<file path="config.mk">
export PLATFORM = sky130hd
export DESIGN_NAME = mult_issue_queue
export DESIGN_NICKNAME = d
export VERILOG_FILES = /design/src/rtl/mult_pkg.sv /design/src/rtl/mult_operand_fifo.sv /design/src/rtl/mult_issue_queue.sv
export SDC_FILE = /design/constraint.sdc
export NUM_CORES = 1
export LEC_CHECK = 0
export CAP_MARGIN = 20
export CORE_AREA = 4 4 108 110
export CTS_CLUSTER_DIAMETER = 60
export DETAILED_ROUTE_END_ITERATION = 12
export DIE_AREA = 0 0 112 114
export GPL_ROUTABILITY_DRIVEN = 0
export GPL_TIMING_DRIVEN = 0
export PLACE_DENSITY = 0.64
export SYNTH_ARGS = -nofsm -noshare
export SYNTH_HDL_FRONTEND = slang
export SYNTH_HIERARCHICAL = 1
export SYNTH_SLANG_ARGS = --single-unit
</file>
<file path="constraint.sdc">
create_clock -name clk_in -period 2.1 [get_ports clk_in]
set_input_delay 0.42 -clock clk_in [delete_from_list [all_inputs] [get_ports clk_in]]
set_output_delay 0.42 -clock clk_in [all_outputs]
set_load 0.05 [all_outputs]
</file>
<file path="src/rtl/mult_pkg.sv">
// Shared types and defaults for the multiplier issue path.
package mult_pkg;

  // Default operand width, shared with the shift-add multiplier.
  localparam int DEF_D_SIZE = 8;

  // Issue FSM: IDLE waits for a queued pair, WAIT covers the multiply,
  // HOLD presents the product until downstream takes it.
  typedef enum logic [1:0] {
    IDLE = 2'd0,
    WAIT = 2'd1,
    HOLD = 2'd2
  } issue_state_t;

endpackage

</file>
<file path="src/rtl/mult_operand_fifo.sv">
// Operand FIFO: power-of-2 ring buffer with combinational head read.
// Pointers wrap naturally because DEPTH is a power of two.
module mult_operand_fifo #(
  parameter  int WIDTH = 16,
  parameter  int DEPTH = 4,
  localparam int AW    = $clog2(DEPTH),
  localparam int CW    = AW + 1
) (
  input  logic             clk_in,
  input  logic             rst_in,
  input  logic             push,
  input  logic             pop,
  input  logic [WIDTH-1:0] din,
  output logic [WIDTH-1:0] dout,
  output logic [CW-1:0]    count
);

  logic [WIDTH-1:0] mem_q [DEPTH];
  logic [AW-1:0]    wr_ptr_q, wr_ptr_d;
  logic [AW-1:0]    rd_ptr_q, rd_ptr_d;
  logic [CW-1:0]    count_q,  count_d;
  logic             push_ok, pop_ok;

  // Guard against overflow/underflow so a misbehaving caller cannot corrupt state.
  assign push_ok = push && (count_q != CW'(DEPTH));
  assign pop_ok  = pop  && (count_q != '0);

  // Next-state for pointers and occupancy; push+pop leaves count unchanged.
  always_comb begin
    wr_ptr_d = wr_ptr_q;
    rd_ptr_d = rd_ptr_q;
    count_d  = count_q;
    if (push_ok) wr_ptr_d = wr_ptr_q + 1'b1;
    if (pop_ok)  rd_ptr_d = rd_ptr_q + 1'b1;
    case ({push_ok, pop_ok})
      2'b10:   count_d = count_q + 1'b1;
      2'b01:   count_d = count_q - 1'b1;
      default: count_d = count_q;
    endcase
  end

  // Pointer/occupancy registers; reset empties the FIFO.
  always_ff @(posedge clk_in or negedge rst_in) begin
    if (!rst_in) begin
      wr_ptr_q <= '0;
      rd_ptr_q <= '0;
      count_q  <= '0;
    end else begin
      wr_ptr_q <= wr_ptr_d;
      rd_ptr_q <= rd_ptr_d;
      count_q  <= count_d;
    end
  end

  // Storage write; contents need no reset since the pointers define validity.
  always_ff @(posedge clk_in) begin
    if (push_ok) mem_q[wr_ptr_q] <= din;
  end

  assign dout  = mem_q[rd_ptr_q];
  assign count = count_q;

endmodule

</file>
<file path="src/rtl/mult_issue_queue.sv">
// Issue queue feeding the shift-add multiplier: buffers operand pairs,
// issues one at a time with a single-cycle start pulse, and holds the
// product on a valid/ready output until it is taken.
module mult_issue_queue
  import mult_pkg::*;
#(
  parameter  int D_SIZE = DEF_D_SIZE,
  parameter  int DEPTH  = 4,
  localparam int CW     = $clog2(DEPTH) + 1
) (
  input  logic                clk_in,
  input  logic                rst_in,
  input  logic                in_valid,
  output logic                in_ready,
  input  logic [D_SIZE-1:0]   in_a,
  input  logic [D_SIZE-1:0]   in_b,
  output logic                mul_strt,
  output logic [D_SIZE-1:0]   mul_a,
  output logic [D_SIZE-1:0]   mul_b,
  input  logic                mul_done,
  input  logic [2*D_SIZE-1:0] mul_product,
  output logic                out_valid,
  input  logic                out_ready,
  output logic [2*D_SIZE-1:0] out_product,
  output logic [CW-1:0]       count,
  output logic                err
);

  issue_state_t          state_q, state_d;
  logic                  mul_strt_q, mul_strt_d;
  logic [D_SIZE-1:0]     mul_a_q, mul_a_d;
  logic [D_SIZE-1:0]     mul_b_q, mul_b_d;
  logic                  out_valid_q, out_valid_d;
  logic [2*D_SIZE-1:0]   out_product_q, out_product_d;
  logic                  err_q, err_d;

  logic                  fifo_push, fifo_pop;
  logic [2*D_SIZE-1:0]   fifo_dout;
  logic [CW-1:0]         fifo_count;

  // Acceptance depends on occupancy alone, never on a same-cycle pop.
  assign in_ready  = (fifo_count != CW'(DEPTH));
  assign fifo_push = in_valid && in_ready;

  mult_operand_fifo #(
    .WIDTH (2*D_SIZE),
    .DEPTH (DEPTH)
  ) u_fifo (
    .clk_in (clk_in),
    .rst_in (rst_in),
    .push   (fifo_push),
    .pop    (fifo_pop),
    .din    ({in_a, in_b}),
    .dout   (fifo_dout),
    .count  (fifo_count)
  );

  // Issue FSM next-state and output-register next values.
  always_comb begin
    state_d       = state_q;
    mul_strt_d    = 1'b0;
    mul_a_d       = mul_a_q;
    mul_b_d       = mul_b_q;
    out_valid_d   = out_valid_q;
    out_product_d = out_product_q;
    fifo_pop      = 1'b0;
    // A done outside WAIT, or coinciding with the start pulse, is stray.
    err_d         = err_q | (mul_done & ((state_q != WAIT) | mul_strt_q));
    case (state_q)
      IDLE: begin
        if (fifo_count != '0) begin
          mul_strt_d         = 1'b1;
          {mul_a_d, mul_b_d} = fifo_dout;
          fifo_pop           = 1'b1;
          state_d            = WAIT;
        end
      end
      WAIT: begin
        if (mul_done && !mul_strt_q) begin
          out_product_d = mul_product;
          out_valid_d   = 1'b1;
          state_d       = HOLD;
        end
      end
      HOLD: begin
        if (out_valid_q && out_ready) begin
          out_valid_d = 1'b0;
          state_d     = IDLE;
        end
      end
      default: state_d = IDLE;
    endcase
  end

  // State and output registers; reset drops any in-flight pair and held result.
  always_ff @(posedge clk_in or negedge rst_in) begin
    if (!rst_in) begin
      state_q       <= IDLE;
      mul_strt_q    <= 1'b0;
      mul_a_q       <= '0;
      mul_b_q       <= '0;
      out_valid_q   <= 1'b0;
      out_product_q <= '0;
      err_q         <= 1'b0;
    end else begin
      state_q       <= state_d;
      mul_strt_q    <= mul_strt_d;
      mul_a_q       <= mul_a_d;
      mul_b_q       <= mul_b_d;
      out_valid_q   <= out_valid_d;
      out_product_q <= out_product_d;
      err_q         <= err_d;
    end
  end

  assign mul_strt    = mul_strt_q;
  assign mul_a       = mul_a_q;
  assign mul_b       = mul_b_q;
  assign out_valid   = out_valid_q;
  assign out_product = out_product_q;
  assign count       = fifo_count;
  assign err         = err_q;

endmodule
</file>
==> parameters.txt, run 1 <==
Parameter                              Value

Synth
  Average footprint of a synthesized cell    20.3 um2
  Synthesized cell area    4240 um2
  Commonest register cell after synthesis    sky130_fd_sc_hd__edfxtp_1
  Share of synthesized area occupied by flip-flops and latches    71.3%
  Yosys warning total    6
  Number of library cell types mapped by synthesis    29
  Gate Count Post-Synth    209
  Count of flip-flops with a built-in enable after synthesis    64
  Post-synth ARST share    40.7%
  Count of state elements after synthesis    108
  Cell types occupying the most area after synthesis    sky130_fd_sc_hd__edfxtp_1 45%, sky130_fd_sc_hd__dfrtp_1 26%, sky130_fd_sc_hd__mux2_2 6.6%
  Fraction of synthesized cell area taken by the top area cell type    45.3%
  Post-synth top area cell    sky130_fd_sc_hd__edfxtp_1
  Post-Syn Nets    252

Job
  Maximum capacitance violations    0

STA
  Slew Limit Fails    0
  Number of hold violations in the final report    0
  Setup skew after layout    14.9 ps
  Tightest slew margin relative to the limit    64.8%
  Setup-violating endpoint count in the final report    0
  Max Clock Freq    488 MHz
  Period Utilization, post-route    97.6%
  Final period demand of the worst path    2050 ps
  Setup repair after global routing missed its margin    yes
  Transition time of the tightest slew-check pin    526 ps

Critical path
  Worst reg-to-reg path cell count    11
  Critical Path Sink Type    flip-flop
  Worst EP arrival    2300 ps
  Launch point of the worst reg-to-reg path    u_fifo/count[2]
  Maximum fanout encountered on the critical timing path    6
  Crit Path Class    reg -> reg
  Launch point of the critical path    u_fifo/count[2]
  Worst r2r dst    u_fifo/count[2]
  Worst setup SP type    flip-flop
  CP endpoint    u_fifo/count[2]
  Required time of the critical path    2350 ps
  Reg2Reg Setup Slack    50 ps

Clocking
  Cell at the root of the clock tree    sky130_fd_sc_hd__clkbuf_8
  Clock sink total    108
  Number of buffers on the longest clock path    2
  Clock tree from TritonCTS    built
  Insertion delay of the later-clocked pin in the worst-skew pair    360 ps
  Cts bufs inserted    9
  Clock-pin slew reported for the worst setup and hold paths after clock tree synthesis    100 ps
  Htree depth    3

Routing
  Mean number of vias per cell    4.77
  First-pass DRT Iterations    4
  Antenna viol nets, final    0
  Final routed DRC violation total    0
  Initial DRC count    55
  Final wirelength    7760 um
  DR WL/cell    17.1 um
  Vias    2164

Place
  Placed Area    5230 um2
  Port Buf Inserts    75
  DP Cell Count    426
  Post-DP HPWL    5030 um

Floorplanning
  DIE HEIGHT    114 um
  Die width    112 um
  Die Area    12800 um2
  Core region area    10700 um2
  Num rows    38
  Starting utilization of the core area    39.6%
  # IOs    76

Global route
  Wire length of the first global-routing pass    12300 um
  Pin count of the biggest net entering global routing    32
  Global-route total usage across every layer    12.6%
  Number of antenna violations at the first check in global routing    0
  Number of global-route vias before repair    2350
  Total overflow reported by the global router    0

Pwr
  Total leakage power    2.09 nW
  PD cells    1650 nW/um2
  Maximum resistive drop on vdd    0.690 mV
  Design Power    9.17 mW

Cells and area
  Layout Cells excl Fill    454
  Layout net count    352
  Antenna diode count    0
  Syn-to-layout area delta    31.1%
  Design area    5560 um2
  Fraction of final layout cells sized beyond drive strength 1    30.9%

Worst hold path
  Path type of the worst min-delay path    reg -> reg

Run status
  Result of the run    finished, final reports clean
-- per-layer routing --
metal / wire [um] / vias up / GRT usage (%)
met5: 0 / - / 0
met4: 108 / 0 / 4.81
met2: 3650 / 76 / 20.1
met3: 436 / 10 / 2.81
li1: - / 1005 / -
met1: 3560 / 1073 / 16.9
-- sequential cells by signal (all words and copies together), names as in the netlist --
register         flops
state_q              2
err                  1
out_valid            1
u_fifo/mem_q        64
out_product         16
mul_strt             1
mul_b                8
u_fifo/count         3
u_fifo/wr_ptr_q      2
mul_a                8
u_fifo/rd_ptr_q      2
-- worst min path at each step --
stage	start	end	cells past startpoint
detailed placement	rst_in	mul_b[4]	1
global placement	err	err	1
finish	err	err	1
CTS	err	err	1
global route	err	err	1
floorplan	rst_in	err	0
-- metrics by stage --
stage / util [%] / hold WS [ps] / setup TNS, ps / setup slack, ps
2_1_floorplan: - / 124 / -3440 / -260
3_5_place_dp: 48.9 / 372 / -6150 / -472
3_3_place_gp: 48.6 / 444 / -53940 / -1070
6_report: 52.0 / 461 / 0 / 50.8
5_1_grt: 52.0 / 501 / -93.5 / -67.8
4_1_cts: 51.1 / 467 / -97.7 / -97.7
-- area by class of cell --
class / count / area, um2
timing repair buffer: 89 / 872
buffer: 7 / 83.8
clock inverter: 6 / 71.3
tap: 140 / 175
sequential: 108 / 3030
multi-input combinational: 87 / 1170
clock buffer: 10 / 128
inverter: 7 / 26.3
fill: 879 / 5140
-- cells by family after synthesis --
| group | synth area share [%] |
|---|---|
| compound gates | 1.33 |
| xor+xnor | 1.24 |
| fa+ha+maj | 1.95 |
| buf+inv | 2.60 |
| flops | 71.3 |
| mux | 18.9 |
| simple gates | 2.69 |
-- synthesized netlist by cell type (2+ instances only) --
cell,n
sky130_fd_sc_hd__edfxtp_1,64
sky130_fd_sc_hd__dfrtp_1,44
sky130_fd_sc_hd__mux2_2,25
sky130_fd_sc_hd__mux2_4,8
sky130_fd_sc_hd__mux4_1,8
sky130_fd_sc_hd__mux4_2,8
sky130_fd_sc_hd__inv_1,7
sky130_fd_sc_hd__ha_1,5
sky130_fd_sc_hd__nand2_1,5
sky130_fd_sc_hd__and2_1,4
sky130_fd_sc_hd__a21o_1,3
sky130_fd_sc_hd__buf_6,3
sky130_fd_sc_hd__nor2_1,3
sky130_fd_sc_hd__xnor2_1,3
sky130_fd_sc_hd__xor2_1,3
sky130_fd_sc_hd__buf_12,2
sky130_fd_sc_hd__buf_2,2
-- what timing repair did --
item                       in CTS  in global routing
setup endpoints to repair       6                  2
resized for setup               5                  9
hold endpoints to repair       13                  0
pin swaps                       1                  4
setup buffers                   4                  7
hold buffers                    1                  0
-- power by group --
part | switching, mW | internal [mW]
registers | 0.336 | 2.99
clock network | 0.693 | 0.567
logic | 2.55 | 2.03
total | 3.58 | 5.59
-- critical path, stage by stage, from the launching register on --
cell	delay, ps
sky130_fd_sc_hd__dfrtp_4	510
sky130_fd_sc_hd__buf_6	140
sky130_fd_sc_hd__nand2_4	60
sky130_fd_sc_hd__and2_4	130
sky130_fd_sc_hd__a21boi_4	240
sky130_fd_sc_hd__inv_2	80
sky130_fd_sc_hd__ha_4	170
sky130_fd_sc_hd__inv_2	50
sky130_fd_sc_hd__fa_2	200
sky130_fd_sc_hd__xor2_2	150
sky130_fd_sc_hd__nor2_2	60
sky130_fd_sc_hd__xor2_1	150
-- cells in the final DEF, fill, tap and decap left out, drive strengths merged, types with 2 or more instances in the layout --
master,netlist,routed
and2,4,4
mux4,16,16
buf,7,21
edfxtp,64,64
inv,7,10
mux2,33,33
dlygate4sd2,0,4
xor2,3,3
xnor2,3,3
clkdlybuf4s50,0,70
nor3,2,2
nor2,3,3
ha,5,5
dfrtp,44,44
clkbuf,0,10
a21o,3,3
nand2,5,5
No activity file was read; power rests on OpenSTA's default activity.
==> run 2: changes to the inputs <==
Settings changed: HOLD_SLACK_MARGIN set to 0.02.
==> results of run 2 <==
No change in the layout: final DEF, timing and power equal those of run 1.
==> run 3: changes to the inputs <==
Settings changed: HOLD_SLACK_MARGIN 0.02 to not set.
==> results of run 3 <==
No change in the layout: final DEF, timing and power equal those of run 1.
